[src/rtl/counter_pkg.sv]
// ============================================================================
// counter_pkg : shared types and op decode for the counter bank
// Rev 1.0
// ============================================================================
`default_nettype none

package counter_pkg;

  typedef enum logic {
    CNT_WRAP = 1'b0,
    CNT_SAT  = 1'b1
  } cnt_mode_e;

  typedef enum logic [1:0] {
    OP_HOLD = 2'd0,
    OP_UP   = 2'd1,
    OP_DOWN = 2'd2,
    OP_LOAD = 2'd3
  } cnt_op_e;

  // Load wins; simultaneous up and down cancel to a hold.
  function automatic cnt_op_e decode_op(input logic load, input logic incr, input logic decr);
    cnt_op_e op;
    if (load)             op = OP_LOAD;
    else if (incr && decr) op = OP_HOLD;
    else if (incr)        op = OP_UP;
    else if (decr)        op = OP_DOWN;
    else                  op = OP_HOLD;
    return op;
  endfunction

endpackage

`default_nettype wire

[src/rtl/counter_channel.sv]
// ============================================================================
// counter_channel : one up/down counter with terminal value, tc pulse, sticky ovf
// Rev 1.0
// ============================================================================
`default_nettype none

module counter_channel
  import counter_pkg::*;
#(
  parameter int N = 8
) (
  input  logic         clk,
  input  logic         rst,
  input  logic         incr,
  input  logic         decr,
  input  logic         load,
  input  logic [N-1:0] load_val,
  input  logic [N-1:0] max,
  input  cnt_mode_e    mode,
  input  logic         clr_ovf,
  output logic [N-1:0] count,
  output logic         tc,
  output logic         ovf
);

  logic [N-1:0] r_count;
  logic         r_tc;
  logic         r_ovf;
  logic [N-1:0] w_next;
  logic         w_bnd;
  cnt_op_e      w_op;

  assign w_op = decode_op(load, incr, decr);

  always_comb begin
    w_next = r_count;
    w_bnd  = 1'b0;
    case (w_op)
      OP_LOAD: w_next = (load_val > max) ? max : load_val;
      // >= so a max lowered beneath the count still yields a boundary event
      OP_UP: begin
        if (r_count < max) begin
          w_next = r_count + 1'b1;
        end else begin
          w_bnd  = 1'b1;
          w_next = (mode == CNT_SAT) ? max : '0;
        end
      end
      OP_DOWN: begin
        if (r_count != '0) begin
          w_next = r_count - 1'b1;
        end else begin
          w_bnd  = 1'b1;
          w_next = (mode == CNT_SAT) ? '0 : max;
        end
      end
      default: w_next = r_count;
    endcase
  end

  always_ff @(posedge clk or posedge rst) begin
    if (rst) begin
      r_count <= '0;
      r_tc    <= 1'b0;
      r_ovf   <= 1'b0;
    end else begin
      r_count <= w_next;
      r_tc    <= w_bnd;
      if (w_bnd)        r_ovf <= 1'b1;
      else if (clr_ovf) r_ovf <= 1'b0;
    end
  end

  assign count = r_count;
  assign tc    = r_tc;
  assign ovf   = r_ovf;

endmodule

`default_nettype wire

[src/rtl/counter_bank.sv]
// ============================================================================
// counter_bank : CH independent up/down counters sharing one wrap/sat mode
// Rev 1.0
// ============================================================================
`default_nettype none

module counter_bank
  import counter_pkg::*;
#(
  parameter int N  = 8,
  parameter int CH = 4
) (
  input  logic                 clk,
  input  logic                 rst,
  input  logic [CH-1:0]        incr,
  input  logic [CH-1:0]        decr,
  input  logic [CH-1:0]        load,
  input  logic [CH-1:0][N-1:0] load_val,
  input  logic [CH-1:0][N-1:0] max,
  input  logic                 sat,
  input  logic [CH-1:0]        clr_ovf,
  output logic [CH-1:0][N-1:0] count,
  output logic [CH-1:0]        tc,
  output logic [CH-1:0]        ovf
);

  cnt_mode_e w_mode;
  assign w_mode = sat ? CNT_SAT : CNT_WRAP;

  for (genvar g = 0; g < CH; g++) begin : g_ch
    counter_channel #(.N(N)) u_chan (
      .clk      (clk),
      .rst      (rst),
      .incr     (incr[g]),
      .decr     (decr[g]),
      .load     (load[g]),
      .load_val (load_val[g]),
      .max      (max[g]),
      .mode     (w_mode),
      .clr_ovf  (clr_ovf[g]),
      .count    (count[g]),
      .tc       (tc[g]),
      .ovf      (ovf[g])
    );
  end

endmodule

`default_nettype wire

[config.mk]
export PLATFORM = sky130hd
export DESIGN_NAME = counter_bank
export DESIGN_NICKNAME = d
export VERILOG_FILES = /design/src/rtl/counter_pkg.sv /design/src/rtl/counter_channel.sv /design/src/rtl/counter_bank.sv
export SDC_FILE = /design/constraint.sdc
export NUM_CORES = 1
export LEC_CHECK = 0
export BUFFER_PORTS_ARGS = -buffer_cell sky130_fd_sc_hd__buf_4
export CAP_MARGIN = 40
export CORE_AREA = 2 2 115 117
export DETAILED_ROUTE_END_ITERATION = 10
export DIE_AREA = 0 0 117 119
export GPL_TIMING_DRIVEN = 1
export PLACE_DENSITY_LB_ADDON = 0.2
export SLEW_MARGIN = 20
export SYNTH_ARGS = -nofsm -noshare
export SYNTH_HDL_FRONTEND = slang
export SYNTH_SLANG_ARGS = --single-unit
[constraint.sdc]
create_clock -name clk -period 3.9 [get_ports clk]
set_input_delay 0 -clock clk [delete_from_list [all_inputs] [get_ports clk]]
set_output_delay 0 -clock clk [all_outputs]
set_load 0.03 [all_outputs]
==> results by group, run 1 <==
Run status
  – Status: finished clean

Synthesis
  – Post-synthesis mux area share: 0.04997
  – Simple-gate portion of the synthesized area: 0.1795
  – Netlist Area Pre-Place: 0.006010 sq mm
  – Top_reg_cell synth: dfrtp_1
  – Post-synth EDFFs: 0
  – Area contributors post-synth: ha_1, dfrtp_1, inv_1, a21oi_1, mux2i_1
  – Top-area cell type share of the netlist area: 0.1707
  – Post-synth ARST share: 1.000
  – #FFs+latches synth: 40
  – Largest family of logic cells by synthesized area: compound AO/OA/AOI/OAI gates
  – Syn Nets: 944
  – Post-Synthesis Cells: 779
  – Unique cell type count in the Yosys netlist: 66
  – Post-synthesis compound-gate area fraction: 0.2869
  – Post-Synth Adder-Cell Area: 0.1707
  – Post-Synth XOR/XNOR Area: 0.05247
  – Synth warn: 0
  – Synth area leader: ha_1
  – Mean post-synth cell area: 7.714 sq um
  – Post-synthesis sequential area ratio: 0.1666

Min path
  – WHS Path Cells: 3
  – Worst Hold Class: input port to register

Layout
  – Fin cells: 1,046
  – Final net count: 1,034
  – Area Overhead vs Synth: 18.82%
  – Layout cells sized above 1: 0.1839
  – Ant. Diodes: 0

Power
  – VDD IR max: 144.4 uV
  – Total power: 2859 uW
  – P_leak: 0.003405 uW
  – PwrDens: 400.4 mW/mm^2

GRT
  – Congestion Overflow GR: 0
  – Overall global routing resource usage: 0.2623
  – Initial antenna violation count: 0
  – First-pass GRT wire length: 29,770 microns
  – Vias in the first global route: 6,064
  – Largest net degree at the start of global routing: 41

Route
  – Post-route DRC: 0
  – TritonRoute pass-1 iters: 7
  – Initial DRC Count: 590
  – Vias/cell: 6.011
  – Routed Antenna Nets: 0
  – Routed vias: 6,288
  – Wire length per cell: 17.40 microns
  – WL final: 18,210 microns

Worst setup path
  – Critical Path RT: 4090 ps
  – Setup crit end kind: register
  – Slowest CP cell: or4b_1
  – Worst-path fanout max: 10
  – Critical path's largest stage delay: 590 ps
  – Worst Setup Start Kind: register
  – Worst r2r path cells: 8
  – Critical Path AT: 2860 ps
  – Critical path class: register to register
  – Crit-path cells: inv_1 -> ha_1 -> or4b_1 -> nor4_4 -> mux2i_1 -> a21oi_1 -> o311a_1 -> a221oi_1

STA
  – Clk_skew: 6.567 ps
  – Setup TNS after final layout: 0 ps
  – Minimum clock period: 2671 ps
  – Slew Limit Fails: 0
  – Rel. slew slack: 0.4411
  – Final setup fails: 0
  – Fmax: 0.3744 GHz
  – Final hold vios: 0
  – Period utilization: 0.6849
  – Slew @ Worst Pin: 835.3 ps
  – RSZ-0062 raised after global routing: no

CTS
  – Clock sink total: 40
  – CTS max path bufs: 2
  – Skew-Pair Late Insertion Delay: 290 ps
  – Cts-stage hold buffer count: 4
  – Setup bufs post-CTS: 0
  – Clock slew at reported path FFs: 70 ps
  – TritonCTS buffer count: 5
  – H-tree depth: 2
  – CTS root buffer: clkbuf_16
  – Resized cells post-CTS: 0
  – CTS tree: done

Floorplan
  – Die Span Y: 119 microns
  – Core region area: 0.01287 sq mm
  – Die area: 0.01392 sq mm
  – Die width: 117 microns
  – I/O pins: 123
  – Rows: 42
  – Initial Util: 0.4668

Placed design
  – Routability cong.: 0.9565
  – Post-detail-place hpwl: 13,790 microns
  – I/O Buffers: 122
  – Placed insts: 1,033

Flow run
  – MaxCap Viol Count: 0
-- per-layer routing --
| metal | up-vias | GRT usage | wire (microns) |
|---|---|---|---|
| li1 | 3053 | - | - |
| met1 | 2951 | 0.3611 | 7992 |
| met2 | 261 | 0.4259 | 8736 |
| met3 | 23 | 0.03155 | 1199 |
| met4 | 0 | 0.08235 | 277 |
| met5 | - | 0 | 0 |
-- cell type report --
class                      instances  area [sq um]
multi-input combinational        602          4444
tap                              176         220.2
inverter                          88         330.3
sequential                        40          1001
clock buffer                       8         146.4
fill                            1249          5734
timing repair buffer             132         998.5
-- cell usage after synthesis, types with 5 or more instances --
| cell type | instances |
|---|---|
| inv_1 | 87 |
| ha_1 | 82 |
| a21oi_1 | 63 |
| o21ai_0 | 45 |
| nand2_1 | 44 |
| nor2_1 | 41 |
| dfrtp_1 | 40 |
| clkbuf_1 | 30 |
| mux2i_1 | 30 |
| nand3_1 | 30 |
| a221oi_1 | 29 |
| xnor2_1 | 27 |
| nor3_1 | 21 |
| nand4_1 | 14 |
| a211oi_1 | 11 |
| a21o_1 | 11 |
| nor4_1 | 10 |
| o21a_1 | 10 |
| a31oi_1 | 9 |
| buf_4 | 9 |
| nor2b_1 | 9 |
| xor2_1 | 9 |
| a31o_2 | 8 |
| and3_1 | 8 |
| buf_2 | 7 |
| o211ai_1 | 6 |
| a2111oi_0 | 5 |
| a21boi_0 | 5 |
| nand2b_1 | 5 |
| or2_2 | 5 |
-- critical path, delay by kind of cell (launching register included) --
kind / cells / cell delay [ps]
adders and majority gates: 1 / 200
and+or+nand+nor: 2 / 1060
DFF: 1 / 490
buffers and inverters: 1 / 120
muxes: 1 / 240
AOI/OAI and AO/OA: 3 / 430
-- stage by stage --
step	cell area (sq um)	util	hold WS, ps	setup slack [ps]
2_1_floorplan	6010	-	98.98	1466
3_3_place_gp	6934	0.5386	183.2	1310
3_5_place_dp	6947	0.5396	189.7	1155
4_1_cts	7133	0.5540	14.32	1140
5_1_grt	7141	0.5546	21.11	935.1
6_report	7141	0.5546	12.97	1229
-- final timing paths --
kind	from	endpoint	slack [ps]
max	g_ch[3].u_chan.count[0]$_DFFE_PP0P_	g_ch[3].u_chan.count[0]$_DFFE_PP0P_	1230
min in group asynchronous	rst	g_ch[2].u_chan.count[1]$_DFFE_PP0P_	420
min reg2reg	g_ch[3].u_chan.ovf$_DFFE_PP0P_	g_ch[3].u_chan.ovf$_DFFE_PP0P_	510
max in group asynchronous	rst	g_ch[0].u_chan.count[0]$_DFFE_PP0P_	3090
max reg2reg	g_ch[3].u_chan.count[0]$_DFFE_PP0P_	g_ch[3].u_chan.count[0]$_DFFE_PP0P_	1230
min	clr_ovf[0]	g_ch[0].u_chan.ovf$_DFFE_PP0P_	10
-- state kept, by name (all words and copies together) (netlist names) --
signal             count
g_ch.u_chan.count     32
g_ch.u_chan.tc         4
g_ch.u_chan.ovf        4
-- cells in the final DEF, fill, tap and decap left out, types with 5 or more instances in the layout --
master / netlist / routed
a21oi_1: 63 / 63
o21ai_0: 45 / 45
buf_4: 9 / 127
o21a_1: 10 / 10
mux2i_1: 30 / 30
or2_2: 5 / 5
a21boi_0: 5 / 5
nor2b_1: 9 / 9
a2111oi_0: 5 / 5
a211oi_1: 11 / 11
ha_1: 82 / 82
and3_1: 8 / 8
a221oi_1: 29 / 29
nand2_1: 44 / 44
xnor2_1: 27 / 27
nor4_1: 10 / 10
o211ai_1: 6 / 6
a21o_1: 11 / 11
a31o_2: 8 / 8
a31oi_1: 9 / 9
dfrtp_1: 40 / 40
nor2_1: 41 / 41
nand2b_1: 5 / 5
nor3_1: 21 / 21
nand3_1: 30 / 30
xor2_1: 9 / 9
inv_1: 87 / 86
nand4_1: 14 / 14
clkbuf_16: 0 / 5
-- report_power, final --
| group | internal [uW] | switching, uW | total, uW |
|---|---|---|---|
| logic | 724 | 953 | 1680 |
| clock network | 256 | 184 | 441 |
| registers | 502 | 238 | 741 |
| total | 1480 | 1380 | 2860 |
-- cells by family (layout without fill, tap and decap cells) --
kind of cell	count (synthesis)	in the layout
xor+xnor	36	36
fa+ha+maj	82	82
compound gates	248	248
mux	30	30
buf+inv	137	228
flops	40	40
simple gates	206	206
Power figures use the tool's default switching activity.
==> run 2: changes to the inputs <==
- clock period: 3.9 -> 2.7 ns (I/O delays scaled with it)
==> run 2 against run 1 <==
Effect of this change:
- non-clock buffer count rose by 33
- cell area rose by 4.3%
- critical endpoint is now g_ch[3].u_chan.count[3]$_DFFE_PP0P_
- via count rose by 4.5%
- largest cell class unchanged
- highest routed layer unchanged
- worst hold slack improved by 7.6 ps
- sequential power rose by 21%
- total power rose by 56%
- clock power rose by 71%
- core utilization rose by 2.4 points
- combinational power rose by 67%
==> results by group, run 2 (synthesis gave the netlist of run 1 again) <==
STA
  – Period utilization: 0.9348 (+0.2499)
  – Setup TNS after final layout: 0 ps (unchanged)
  – Slew @ Worst Pin: 724.4 ps (-111.0 ps)
  – Fmax: 0.3962 GHz (+5.8%)
  – Rel. slew slack: 0.5161 (+0.07504)
  – RSZ-0062 raised after global routing: no
  – Final hold vios: 0 (unchanged)
  – Clk_skew: 7.915 ps (+1.348 ps)
  – Hold WS: 20.56 ps (+7.586 ps)
  – Slew Limit Fails: 0 (unchanged)
  – Final setup fails: 0 (unchanged)
  – Minimum clock period: 2524 ps (-147.2 ps)

Layout
  – Layout cells sized above 1: 0.2159 (+0.03204)
  – Post-route core utilization: 0.5784 (+0.02381)
  – Final net count: 1,067 (+3.2%)
  – Commonest non-fill, non-tap cell in the layout: buf_4
  – Flip-flop count of the largest register after layout: 32 (unchanged)
  – Leading cell types in the layout, fill and taps excluded: buf_4, inv_1, ha_1, a21oi_1, o21ai_0
  – Area Overhead vs Synth: 23.92%
  – Fin cells: 1,079 (+3.2%)
  – Ant. Diodes: 0 (unchanged)

Floorplan
  – I/O pins: 123 (unchanged)
  – Die width: 117 microns (unchanged)
  – Die Span Y: 119 microns (unchanged)
  – Die area: 0.01392 sq mm (unchanged)
  – Rows: 42 (unchanged)
  – Initial Util: 0.4668 (unchanged)
  – Core region area: 0.01287 sq mm (unchanged)

GRT
  – Overall global routing resource usage: 0.2716 (+0.009296)
  – Initial antenna violation count: 0 (unchanged)
  – First-pass GRT wire length: 30,790 microns (+3.4%)
  – Vias in the first global route: 6,452 (+6.4%)
  – Congestion Overflow GR: 0 (unchanged)
  – Largest net degree at the start of global routing: 39 (-4.9%)

Route
  – Wire length per cell: 17.43 microns (+0.14%)
  – Routed Antenna Nets: 0 (unchanged)
  – Routed vias: 6,568 (+4.5%)
  – TritonRoute pass-1 iters: 5 (-2)
  – Post-route DRC: 0 (unchanged)
  – Initial DRC Count: 541 (-8.3%)
  – WL final: 18,810 microns (+3.3%)
  – Vias/cell: 6.087 (+1.3%)

Worst setup path
  – Critical path class: register to register
  – Critical Path AT: 2650 ps (-210 ps)
  – Worst-path fanout max: 10 (unchanged)
  – Critical Path RT: 2830 ps (-1260 ps)
  – R2R setup slack: 180 ps (-1050 ps)
  – Setup crit end kind: register
  – Worst Setup Start Kind: register

CTS
  – Skew-Pair Late Insertion Delay: 290 ps (about the same)
  – Clock slew at reported path FFs: 60 ps (about the same)
  – Resized cells post-CTS: 0 (unchanged)
  – H-tree depth: 2 (unchanged)
  – TritonCTS buffer count: 5 (unchanged)
  – CTS tree: done
  – CTS max path bufs: 2 (unchanged)
  – Clock sink total: 40 (unchanged)
  – CTS root buffer: clkbuf_16

Min path
  – Worst Hold Class: input port to register

Power
  – P_leak: 0.003593 uW (+5.5%)
  – VDD IR max: 257.3 uV (+78%)
  – PwrDens: 597.7 mW/mm^2 (+49%)
  – Total power: 4451 uW (+56%)

Placed design
  – Post-detail-place hpwl: 14,800 microns (+7.3%)
  – Routability cong.: 0.9716 (+1.6%)
  – Placed insts: 1,067 (+3.3%)
  – I/O Buffers: 122 (unchanged)

Run status
  – Status: finished clean

Flow run
  – MaxCap Viol Count: 0 (unchanged)
## run 2: changes by cell type in the layout (fill, tap and decap cells not counted), sizes merged
| cell | previous run | this run |
|---|---|---|
| clkbuf | 8 | 7 |
| bufinv | 0 | 1 |
| buf | 128 | 161 |
## run 2: routing by layer
| layer | vias up | track usage | share of wire |
|---|---|---|---|
| li1 | 3116 | - | - |
| met1 | 3103 | 0.3550 | 0.43 |
| met2 | 299 | 0.4494 | 0.48 |
| met3 | 50 | 0.04733 | 0.069 |
| met4 | 0 | 0.09118 | 0.023 |
| met5 | - | 0 | 0 |
## run 2: path summary, 6_finish.rpt
| kind | startpoint | end | cells past startpoint |
|---|---|---|---|
| setup / recovery | g_ch[3].u_chan.count[1]$_DFFE_PP0P_ | g_ch[3].u_chan.count[3]$_DFFE_PP0P_ | 8 |
| hold / removal | clr_ovf[0] | g_ch[0].u_chan.ovf$_DFFE_PP0P_ | 3 |
| setup reg to reg | g_ch[3].u_chan.count[1]$_DFFE_PP0P_ | g_ch[3].u_chan.count[3]$_DFFE_PP0P_ | 8 |
| hold reg to reg | g_ch[3].u_chan.ovf$_DFFE_PP0P_ | g_ch[3].u_chan.ovf$_DFFE_PP0P_ | 1 |
| max in group asynchronous | rst | g_ch[2].u_chan.count[6]$_DFFE_PP0P_ | 5 |
| min in group asynchronous | rst | g_ch[2].u_chan.tc$_DFF_PP0_ | 3 |
## run 2: where the power goes
group / internal (uW) / switching [uW]
Combinational: 1190 / 1610
Clock: 488 / 268
Sequential: 729 / 165
Total: 2410 / 2040
## run 2: through the flow
| step | area, sq um | worst slack, ps |
|---|---|---|
| after floorplan | 6010 | 265.7 |
| after global placement | 7197 | 336.5 |
| after detailed placement | 7224 | 269.1 |
| after CTS | 7447 | 200.9 |
| after global routing | 7447 | 5.592 |
| final | 7447 | 176.1 |
## run 2: layout make-up
| type | instances | area [sq um] |
|---|---|---|
| clock buffer | 7 | 152.6 |
| multi-input combinational | 602 | 4444 |
| tap | 176 | 220.2 |
| fill | 1207 | 5428 |
| clock inverter | 1 | 30.03 |
| inverter | 88 | 330.3 |
| timing repair buffer | 165 | 1269 |
| sequential | 40 | 1001 |
## run 2: critical path, stage by stage (launching register included)
cell	delay [ps]
dfrtp_1	370
inv_1	80
ha_1	210
or4b_1	580
nor4_4	470
a21oi_1	90
a31o_1	210
a221oi_1	270
a221oi_1	80
## run 2: timing repair
item                                    4_1_cts  5_1_grt
buffers inserted                              0        0
hold buffers                                  4        0
hold endpoints to repair                     25        0
endpoints found under the setup margin        0        0
==> run 3: changes to the inputs <==
- MAX_ROUTING_LAYER: not set -> met4
- PLACE_DENSITY: not set -> 0.7
- PLACE_DENSITY_LB_ADDON: 0.2 -> not set
- clock period: 2.7 -> 2.88 ns (I/O delays scaled with it)
==> run 3 against run 2 <==
Effect of this change:
- wire length is 4.2% lower
- first-iteration DRC count is 32% lower
- worst hold slack better by 62 ps
- critical endpoint is now g_ch[3].u_chan.count[5]$_DFFE_PP0P_
- non-clock buffer count is 7 lower
- combinational power is 10% lower
- flip-flop and latch count stayed put
- clock skew is 1.9 ps lower
- sequential share of layout area is 0.17 points higher
- die area stayed put
==> results by group, run 3 (synthesis gave the netlist of run 1 again) <==
Power
  – Cell Int Power: 2081 uW (-14%)
  – Combinational share of power: 0.637 (+0.007)
  – Switch share: 0.4726 (+0.01375)
  – PwrDens: 536.5 mW/mm^2 (-10%)
  – Clock power share: 0.142 (-0.028)
  – Seq pwr share: 0.221 (+0.020)
  – VDD IR max: 295.8 uV (+15%)
  – Sw power: 1864 uW (-8.7%)
  – Total power: 3945 uW (-11%)
  – P_leak: 0.003538 uW (-1.5%)

Placed design
  – Routability cong.: 0.9289 (-4.4%)
  – Post-detail-place hpwl: 13,760 microns (-7.1%)
  – DP Area: 0.007142 sq mm (-1.1%)
  – I/O Buffers: 122 (unchanged)

STA
  – Clk_skew: 6.016 ps (-1.899 ps)
  – Slew Limit Fails: 0 (unchanged)
  – Fmax: 0.3852 GHz (-2.8%)
  – Slew @ Worst Pin: 795.8 ps (+71.41 ps)
  – Minimum clock period: 2596 ps (+72.09 ps)
  – Rel. slew slack: 0.4684 (-0.04770)
  – Period utilization: 0.9014 (-0.03339)
  – Setup TNS after final layout: 0 ps (unchanged)
  – RSZ-0062 raised after global routing: no
  – Final hold vios: 0 (unchanged)
  – Final setup fails: 0 (unchanged)

Route
  – Routed Antenna Nets: 0 (unchanged)
  – TritonRoute pass-1 iters: 7 (+2)
  – Wire length per cell: 16.82 microns (-3.5%)
  – Post-route DRC: 0 (unchanged)
  – Initial DRC Count: 370 (-32%)
  – Vias/cell: 5.886 (-3.3%)
  – WL final: 18,020 microns (-4.2%)
  – Routed vias: 6,304 (-4.0%)

Floorplan
  – I/O pins: 123 (unchanged)
  – Die area: 0.01392 sq mm (unchanged)
  – Die width: 117 microns (unchanged)
  – Initial Util: 0.4668 (unchanged)
  – Die Span Y: 119 microns (unchanged)
  – Rows: 42 (unchanged)
  – Core region area: 0.01287 sq mm (unchanged)

CTS
  – Clock slew at reported path FFs: 60 ps (about the same)
  – H-tree depth: 2 (unchanged)
  – CTS root buffer: clkbuf_16
  – Clock sink total: 40 (unchanged)
  – Skew-Pair Late Insertion Delay: 290 ps (about the same)
  – TritonCTS buffer count: 5 (unchanged)
  – CTS max path bufs: 2 (unchanged)
  – CTS tree: done

Worst setup path
  – Most used cell, CP: a221oi_1
  – Slowest CP cell: or4b_1
  – Family with the most delay on the worst path: simple AND/OR/NAND/NOR gates
  – Setup crit end kind: register
  – Critical Path AT: 2780 ps (+130 ps)
  – Worst Setup Start Kind: register
  – Critical path's largest stage delay: 580 ps (about the same)
  – Worst-path fanout max: 10 (unchanged)
  – Critical Path RT: 3060 ps (+230 ps)
  – Worst path buffer plus inverter count: 3 (+2)
  – Critical path class: register to register
  – Crit-path cells: inv_1 -> ha_1 -> or4b_1 -> nor4_4 -> buf_4 -> buf_12 -> nand3_1 -> o21ai_0 -> a221oi_1 -> a221oi_1

Layout
  – Area Overhead vs Synth: 22.36%
  – Leading cell types in the layout, fill and taps excluded: buf_4, inv_1, ha_1, a21oi_1, o21ai_0
  – Ant. Diodes: 0 (unchanged)
  – Layout cells sized above 1: 0.2078 (-0.008126)
  – Design area: 0.007353 sq mm (-1.3%)
  – Commonest non-fill, non-tap cell in the layout: buf_4
  – Final net count: 1,060 (-0.66%)
  – Flip-flop count of the largest register after layout: 32 (unchanged)

Flow run
  – MaxCap Viol Count: 0 (unchanged)

GRT
  – Initial antenna violation count: 0 (unchanged)
  – Largest net degree at the start of global routing: 30 (-23%)
  – Overall global routing resource usage: 0.2698 (-0.001762)
  – Vias in the first global route: 6,009 (-6.9%)
  – First-pass GRT wire length: 29,380 microns (-4.6%)
  – Congestion Overflow GR: 0 (unchanged)

Run status
  – Status: finished clean

Min path
  – Worst Hold Class: input port to register
==> run 3: timing repair <==
| action | CTS | global route |
|---|---|---|
| endpoints found under the setup margin | 0 | 2 |
| resized for setup | 0 | 0 |
| hold buffers | 5 | 0 |
| buffers inserted | 0 | 2 |
| endpoints found under the hold margin | 28 | 0 |
==> run 3: routing by layer <==
metal | up-vias | track usage | wire length, microns
met5 | - | - | 0
met4 | 0 | 0.06765 | 215
met3 | 20 | 0.03613 | 1096
met2 | 236 | 0.4216 | 8467
met1 | 2951 | 0.3694 | 8236
li1 | 3097 | - | -
==> run 3: power groups by stage <==
stage,sequential (uW),combinational [uW],clock (uW)
6_report,872,2510,562
5_1_grt,894,2760,603
4_1_cts,869,2490,576
3_5_place_dp,879,2470,0
3_3_place_gp,875,2460,0
2_1_floorplan,1060,1510,0
==> run 3: final cells by class <==
cell class	instances	area, sq um
Multi-Input combinational cell	602	4444
Timing Repair Buffer	158	1224
Inverter	88	330.3
Fill cell	1220	5522
Clock buffer	6	128.9
Tap cell	176	220.2
Sequential cell	40	1001
Clock inverter	1	5.005
==> run 3: worst paths after layout <==
| kind | depth (start not counted) | endpoint | from | slack (ps) |
|---|---|---|---|---|
| worst max-delay path | 10 | g_ch[3].u_chan.count[5]$_DFFE_PP0P_ | g_ch[3].u_chan.count[0]$_DFFE_PP0P_ | 280 |
| max in group asynchronous | 4 | g_ch[2].u_chan.count[5]$_DFFE_PP0P_ | rst | 2150 |
| worst min-delay path | 3 | g_ch[0].u_chan.count[4]$_DFFE_PP0P_ | max[4] | 80 |
| worst min register to register | 1 | g_ch[0].u_chan.ovf$_DFFE_PP0P_ | g_ch[0].u_chan.ovf$_DFFE_PP0P_ | 480 |
| worst max register to register | 10 | g_ch[3].u_chan.count[5]$_DFFE_PP0P_ | g_ch[3].u_chan.count[0]$_DFFE_PP0P_ | 280 |
| min in group asynchronous | 3 | g_ch[3].u_chan.count[6]$_DFFE_PP0P_ | rst | 240 |
==> run 3: metrics by stage <==
stage,cells,worst slack (ps),hold slack [ps],utilization
2_1_floorplan,779,445.7,98.98,-
4_1_cts,1069,240.5,61.49,0.5690
6_report,1071,284.0,82.91,0.5711
3_3_place_gp,1056,342.2,192.9,0.5532
3_5_place_dp,1057,242.6,-11.36,0.5547
5_1_grt,1071,123.6,60.32,0.5711
==> run 3: worst min-delay path, stage by stage <==
cell,delay [ps]
buf_4,120
mux2i_1,130
a221oi_1,90
